### src/rtl/sw_req_arbiter.sv
// Round-robin arbiter issuing one requester's select/op id to busy-tracked switch instances.
// Optional macro SW_ARB_SEL_CHECK_EN: non-one-hot selects are flagged on err instead of issued.
module sw_req_arbiter #(
  parameter int NUM_SW_INST = 5,
  parameter int NUM_REQ     = 2,
  parameter int W_OP        = 8
) (
  input  logic                           clk,
  input  logic                           rst_n,
  input  logic [NUM_REQ-1:0]             req_valid,
  input  logic [NUM_REQ*NUM_SW_INST-1:0] req_sel,
  input  logic [NUM_REQ*W_OP-1:0]        req_op_id,
  output logic [NUM_REQ-1:0]             req_ready,
  input  logic [NUM_SW_INST-1:0]         sw_busy,
  output logic [NUM_SW_INST-1:0]         sel_en,
  output logic [W_OP-1:0]                op_id_out,
  output logic                           err
);

  localparam int PtrW = (NUM_REQ > 1) ? $clog2(NUM_REQ) : 1;

  typedef enum logic [0:0] {StIdle, StIssue} state_e;

  state_e                 state_q, state_d;
  logic [PtrW-1:0]        rr_ptr_q, rr_ptr_d;
  logic [NUM_SW_INST-1:0] sel_en_q, sel_en_d;
  logic [W_OP-1:0]        op_id_q, op_id_d;
  logic                   err_q, err_d;

  logic [NUM_REQ-1:0]     eligible;
  logic                   grant;
  logic [PtrW-1:0]        win_idx;
  logic [NUM_SW_INST-1:0] win_sel;
  logic [W_OP-1:0]        win_op;

  always_comb begin
    logic [NUM_SW_INST-1:0] sel_i;
    sel_i    = '0;
    eligible = '0;
    for (int i = 0; i < NUM_REQ; i++) begin
      sel_i = req_sel[i*NUM_SW_INST +: NUM_SW_INST];
`ifdef SW_ARB_SEL_CHECK_EN
      // Illegal selects never wait on busy: they only produce an err pulse.
      eligible[i] = req_valid[i] && (!$onehot(sel_i) || ((sel_i & sw_busy) == '0));
`else
      eligible[i] = req_valid[i] && ((sel_i & sw_busy) == '0);
`endif
    end
  end

  // Search upward from rr_ptr, wrapping, and take the first eligible requester.
  always_comb begin
    int idx;
    idx     = 0;
    grant   = 1'b0;
    win_idx = '0;
    for (int k = 0; k < NUM_REQ; k++) begin
      idx = int'(rr_ptr_q) + k;
      if (idx >= NUM_REQ) idx = idx - NUM_REQ;
      if (!grant && eligible[idx]) begin
        grant   = 1'b1;
        win_idx = PtrW'(idx);
      end
    end
  end

  assign win_sel = req_sel[int'(win_idx)*NUM_SW_INST +: NUM_SW_INST];
  assign win_op  = req_op_id[int'(win_idx)*W_OP +: W_OP];

  always_comb begin
    state_d   = state_q;
    rr_ptr_d  = rr_ptr_q;
    sel_en_d  = '0;
    op_id_d   = op_id_q;
    err_d     = 1'b0;
    req_ready = '0;
    unique case (state_q)
      StIdle: begin
        if (grant) begin
          req_ready[win_idx] = 1'b1;
          state_d            = StIssue;
          rr_ptr_d           = (int'(win_idx) == NUM_REQ - 1) ? '0 : win_idx + PtrW'(1);
          op_id_d            = win_op;
`ifdef SW_ARB_SEL_CHECK_EN
          if ($onehot(win_sel)) sel_en_d = win_sel;
          else                  err_d    = 1'b1;
`else
          sel_en_d = win_sel;
`endif
        end
      end
      StIssue: state_d = StIdle;
      default: state_d = StIdle;
    endcase
  end

  always_ff @(posedge clk or negedge rst_n) begin
    if (!rst_n) begin
      state_q  <= StIdle;
      rr_ptr_q <= '0;
      sel_en_q <= '0;
      op_id_q  <= '0;
      err_q    <= 1'b0;
    end else begin
      state_q  <= state_d;
      rr_ptr_q <= rr_ptr_d;
      sel_en_q <= sel_en_d;
      op_id_q  <= op_id_d;
      err_q    <= err_d;
    end
  end

  assign sel_en    = sel_en_q;
  assign op_id_out = op_id_q;
  assign err       = err_q;

endmodule

### config.mk
export PLATFORM = sky130hd
export DESIGN_NAME = sw_req_arbiter
export DESIGN_NICKNAME = d
export VERILOG_FILES = /design/src/rtl/sw_req_arbiter.sv
export SDC_FILE = /design/constraint.sdc
export NUM_CORES = 1
export LEC_CHECK = 0
export CAP_MARGIN = 20
export CORE_MARGIN = 1
export CORE_UTILIZATION = 25
export DETAILED_ROUTE_END_ITERATION = 10
export GPL_ROUTABILITY_DRIVEN = 0
export HOLD_SLACK_MARGIN = 0.03
export PLACE_DENSITY_LB_ADDON = 0.25
export SYNTH_ARGS = -nofsm -noshare
export SYNTH_HDL_FRONTEND = slang
export SYNTH_SLANG_ARGS = --single-unit
### constraint.sdc
create_clock -name clk -period 1.93 [get_ports clk]
set_input_delay 0.2895 -clock clk [delete_from_list [all_inputs] [get_ports clk]]
set_output_delay 0.2895 -clock clk [all_outputs]
set_load 0.02 [all_outputs]
==> impl_metrics.env, run 1 <==
export IMPL_outcome="complete, no violations"
export IMPL_layout_common_cells="clkdlybuf4s50_1 (30), buf_4 (23), dfrtp_1 (15)"
export IMPL_row_count=20
export IMPL_finClkSkew_ns=0.00665
export IMPL_hold_ws_ns=0.303
export IMPL_drt_iter0_markers=18
export IMPL_antenna_diode_count=0
export IMPL_layout_drive_gt1_share_pct=32.0
export IMPL_yosys_warnings=0
export IMPL_top_layer="met4"
export IMPL_dr_total_vias=923
export IMPL_cts_buffers=3
export IMPL_rsz0062_at_grt="no"
export IMPL_clkSinkCount=15
export IMPL_cts_tree="built"
export IMPL_root_buffer="clkbuf_4"
export IMPL_ff2ff_path_depth=6
export IMPL_setup_viol=0
export IMPL_drcViolationCount=0
export IMPL_fp_dieH_um=59.3
export IMPL_ys_types=23
export IMPL_final_fill_count=276
export IMPL_synth_nets=113
export IMPL_critPathKind="primary input to output pin"
export IMPL_fin_crit_sh_pct=97.4
export IMPL_leakage_nw=0.702
export IMPL_clk_path_buf_depth=2
export IMPL_grt_usage_pct=16.9
export IMPL_fp_coreArea_um2=3080
export IMPL_synth_top_family_by_area="compound AO/OA/AOI/OAI gates"
export IMPL_syn_mean_instance_area_um2=10.5
export IMPL_place_ws_ns=-0.671
export IMPL_maxCapViolations=0
export IMPL_netlist_instances=78
export IMPL_crit_required_ns=1.64
export IMPL_via_per_inst=4.76
export IMPL_critPathMaxFanout=3
export IMPL_grt_overflow=0
export IMPL_synth_xor_area_share_pct=0
export IMPL_clk_latency_ns=0.29
export IMPL_regArea_um2=375
export IMPL_instances_no_fill=194
export IMPL_grt_pass1_wl_um=4420
export IMPL_htree_levels=1
export IMPL_ant_nets=0
export IMPL_post_route_min_period_ns=1.88
export IMPL_grt_max_degree=16
export IMPL_final_common_cell="clkdlybuf4s50_1"
export IMPL_slew_violations=0
export IMPL_wirelength_um=2730
export IMPL_area_growth_pct=93.8
export IMPL_dp_hpwl_um=1950
export IMPL_ir_drop_uv=226
export IMPL_synth_seq_cells=15
export IMPL_setup_ws_ns=0.0506
export IMPL_drt_wirelength_per_cell_um=14.1
export IMPL_synth_compound_area_share_pct=28.8
export IMPL_initial_utilization_pct=26.7
export IMPL_hp_class="primary input to async pin"
export IMPL_startpoint_type="primary input"
export IMPL_dr_wl_met2_um=1310
export IMPL_synth_simple_area_share_pct=20.1
export IMPL_io_pins=51
export IMPL_fmax_mhz=532
export IMPL_syn_area_um2=822
export IMPL_yosys_area_share_adder_pct=0
export IMPL_ys_seq_area_share_pct=45.7
export IMPL_grt_pass1_vias=929
export IMPL_wl_met1_um=1190
export IMPL_hold_viol=0
export IMPL_wl_met3_um=164
export IMPL_placedCellCount=186
export IMPL_die_area_um2=3520
export IMPL_final_setup_tns_ns=0
export IMPL_die_w_um=59.3
export IMPL_clk_pin_slew_ns=0.10
export IMPL_dr_pass1_iters=4
export IMPL_multi_input_area_um2=452
export IMPL_synthMuxAreaShare_pct=0
export IMPL_nNetsFinal=186
export IMPL_antenna_found_initial=0
export IMPL_cp_arrival_ns=1.59
export IMPL_io_buffers=49
export IMPL_p_per_area_nw_per_um2=705
export IMPL_endpoint_kind="output pin"
kinds of logic after synthesis:
family / count (synthesis)
other: 1
flip-flops: 15
AND/OR/NAND/NOR: 27
buffers and inverters: 7
AO/OA/AOI/OAI: 28
per-stage QoR:
step                total power [mW]  util, %  instance area (um^2)
global placement               0.920     48.7                  1500
global route                    1.18     51.7                  1590
finish                          1.12     51.7                  1590
floorplan                      0.646        -                   822
detailed placement             0.928     48.7                  1500
CTS                             1.12     50.7                  1560
synthesized netlist by cell type, drive strengths merged:
cell type	count	area share [%]
conb	1	0.46
buf	5	4.1
or2	1	0.76
clkbuf	1	0.46
a31oi	8	6.1
dfrtp	15	46
or4	1	1.4
nor2	2	0.91
nor4	3	4.1
inv	1	0.46
a22o	4	5.3
nor3	11	7.3
o21ai	8	4.9
a2bb2oi	1	3.2
nand3	8	4.9
a32o	5	6.8
or3	1	0.76
a21bo	2	2.4
worst paths after layout:
kind | start | to | slack [ns]
min reg2reg | op_id_out[2] | op_id_out[2] | 0.58
max in group asynchronous | rst_n | sel_en[0] | 1.44
min | rst_n | op_id_out[4] | 0.30
min in group clk | req_sel[8] | sel_en[3] | 0.30
max reg2reg | state_q | op_id_out[7] | 0.14
max | sw_busy[0] | req_ready[0] | 0.05
layer usage:
| metal | up-vias | GRT usage (%) |
|---|---|---|
| li1 | 452 | - |
| met1 | 426 | 22.3 |
| met2 | 39 | 26.2 |
| met3 | 6 | 3.06 |
| met4 | 0 | 8.84 |
| met5 | - | 0 |
registers in the layout, summed over array words and instances, names as in the netlist:
name	cells
op_id_out	8
rr_ptr_q	1
sel_en	5
state_q	1
worst max-delay path, stage by stage:
cell and delay [ns]:
dlygate4sd2_1 0.25, a22o_4 0.24, or4_4 0.50, a2bb2oi_4 0.18, buf_6 0.13
layout make-up:
| cell class | count | share of cell area, % |
|---|---|---|
| multi-input cells | 56 | 28.4 |
| well taps | 44 | 3.46 |
| clock inverters | 1 | 0.314 |
| repair buffers | 74 | 42.7 |
| inverters | 1 | 0.236 |
| flip-flops and latches | 15 | 23.6 |
| clock buffers | 3 | 1.41 |
what timing repair did:
action | 4_1_cts | 5_1_grt
hold endpoints to repair | 0 | 0
gates resized for setup | 34 | 7
endpoints found under the setup margin | 2 | 2
cloned | 0 | 0
pin swaps | 10 | 7
setup buffers | 2 | 2
hold buffers | 0 | 0
report_power, final:
part	total (mW)	leakage, nW	switching [mW]	internal (mW)
logic	0.513	0.505	0.232	0.280
clock network	0.190	0.0177	0.113	0.0771
registers	0.420	0.180	0.0385	0.381
No activity file was read; power rests on OpenSTA's default activity.
==> inputs of run 2 (changes only) <==
- MAX_ROUTING_LAYER: unset -> met4
==> results of run 2 <==
Final layout, timing and power as in run 1 (identical DEF).
Among the figures that moved: overall routing resource usage 16.9% -> 17.4%
==> inputs of run 3 (changes only) <==
- CELL_PAD_IN_SITES_DETAIL_PLACEMENT: unset -> 0
- CELL_PAD_IN_SITES_GLOBAL_PLACEMENT: unset -> 2
- CORE_UTILIZATION: 25 -> 20
- GPL_TIMING_DRIVEN: unset -> 0
==> impl_metrics.env, run 3 (synthesized netlist as in run 1, its figures left out) <==
export IMPL_outcome="complete, no violations"
export IMPL_critPathKind="primary input to output pin"
export IMPL_fp_coreArea_um2=3800
export IMPL_layout_drive_gt1_share_pct=29.1
export IMPL_antenna_found_initial=0
export IMPL_grt_pass1_wl_um=4460
export IMPL_cts_buffers=3
export IMPL_area_growth_pct=93.6
export IMPL_fp_dieH_um=66.1
export IMPL_worst_slew_pin_slew_ns=0.719
export IMPL_dr_total_vias=920
export IMPL_drt_wirelength_per_cell_um=14.4
export IMPL_ir_drop_uv=249
export IMPL_rsz0062_at_grt="yes"
export IMPL_fin_crit_sh_pct=99.4
export IMPL_endpoint_kind="output pin"
export IMPL_io_pins=51
export IMPL_layout_common_cells="clkdlybuf4s50_1 (30), buf_4 (20), dlygate4sd2_1 (15), dfrtp_1 (15), nor3_1 (9)"
export IMPL_grt_overflow=0
export IMPL_hp_class="primary input to flop"
export IMPL_wirelength_um=2820
export IMPL_crit_required_ns=1.64
export IMPL_cp_arrival_ns=1.63
export IMPL_setup_viol=0
export IMPL_slew_violations=0
export IMPL_dr_pass1_iters=4
export IMPL_maxCapViolations=0
export IMPL_clk_path_buf_depth=2
export IMPL_leakage_nw=0.685
export IMPL_drt_iter0_markers=44
export IMPL_clk_latency_ns=0.25
export IMPL_grt_max_degree=16
export IMPL_io_buffers=49
export IMPL_startpoint_type="primary input"
export IMPL_clk_pin_slew_ns=0.06
export IMPL_root_buffer="clkbuf_8"
export IMPL_clkSinkCount=15
export IMPL_htree_levels=1
export IMPL_critPathMaxFanout=2
export IMPL_grt_usage_pct=14.3
export IMPL_p_per_area_nw_per_um2=740
export IMPL_instances_no_fill=196
export IMPL_fmax_mhz=521
export IMPL_final_common_cell="clkdlybuf4s50_1"
export IMPL_cts_tree="built"
export IMPL_dp_hpwl_um=1960
export IMPL_utilization_pct=41.9
export IMPL_die_area_um2=4370
export IMPL_nNetsFinal=184
export IMPL_initial_utilization_pct=21.6
export IMPL_slew_headroom_pct=51.9
export IMPL_placedCellCount=175
export IMPL_die_w_um=66.1
export IMPL_hold_viol=0
export IMPL_post_route_min_period_ns=1.92
export IMPL_antenna_diode_count=0
export IMPL_grt_pass1_vias=920
export IMPL_largest_reg_flops=8
export IMPL_row_count=22
export IMPL_finClkSkew_ns=0.00138
export IMPL_via_per_inst=4.69
export IMPL_drcViolationCount=0
export IMPL_ant_nets=0
export IMPL_hold_ws_ns=0.407
[run 3: cell type report]
cell class              instances  area (um^2)
fillers                       396         2210
repair buffers                 67          613
multi-input cells              56          457
flip-flops and latches         15          375
well taps                      48         60.1
clock buffers                   4         45.0
plain buffers                   5         37.5
inverters                       1         3.75
[run 3: routing by layer]
layer	track usage, %	wire length (um)
met1	18.2	1240
met2	22.2	1430
met3	1.90	102
met4	7.18	46
met5	-	0
[run 3: per-stage QoR]
| stage | power, mW | cell area (um^2) | setup slack, ns | setup TNS, ns |
|---|---|---|---|---|
| 2_1_floorplan | 0.646 | 822 | 0.0402 | 0 |
| 3_3_place_gp | 0.886 | 1370 | -0.908 | -5.58 |
| 3_5_place_dp | 0.888 | 1370 | -0.938 | -5.75 |
| 4_1_cts | 1.19 | 1580 | 0.00870 | 0 |
| 5_1_grt | 1.25 | 1590 | -0.0218 | -0.0226 |
| 6_report | 1.18 | 1590 | 0.0122 | 0 |
[run 3: worst max-delay path: stages]
cell	delay, ns
dlygate4sd2_1	0.25
a21bo_4	0.23
or4_4	0.54
a2bb2oi_4	0.18
buf_6	0.13
[run 3: final timing paths]
path,startpoint,endpoint,slack (ns),cells after the start
min in group asynchronous,rst_n,sel_en[4],0.47,1
worst max register to register,rr_ptr_q,sel_en[4],0.32,5
worst min-delay path,req_sel[2],sel_en[2],0.41,2
worst min register to register,op_id_out[1],op_id_out[1],0.56,2
max in group asynchronous,rst_n,op_id_out[5],1.01,1
worst max-delay path,sw_busy[1],req_ready[0],0.01,5
[run 3: report_power, final]
group,internal (mW),total [mW],switching [mW]
Combinational,0.270,0.495,0.225
Sequential,0.382,0.424,0.0416
Clock,0.146,0.259,0.112
[run 3: repair_timing]
item	in CTS	in global routing
buffers inserted	17	1
pin swaps	10	5
hold buffers	0	0
gates cloned	0	0
gates resized for setup	43	2
setup endpoints to repair	8	2
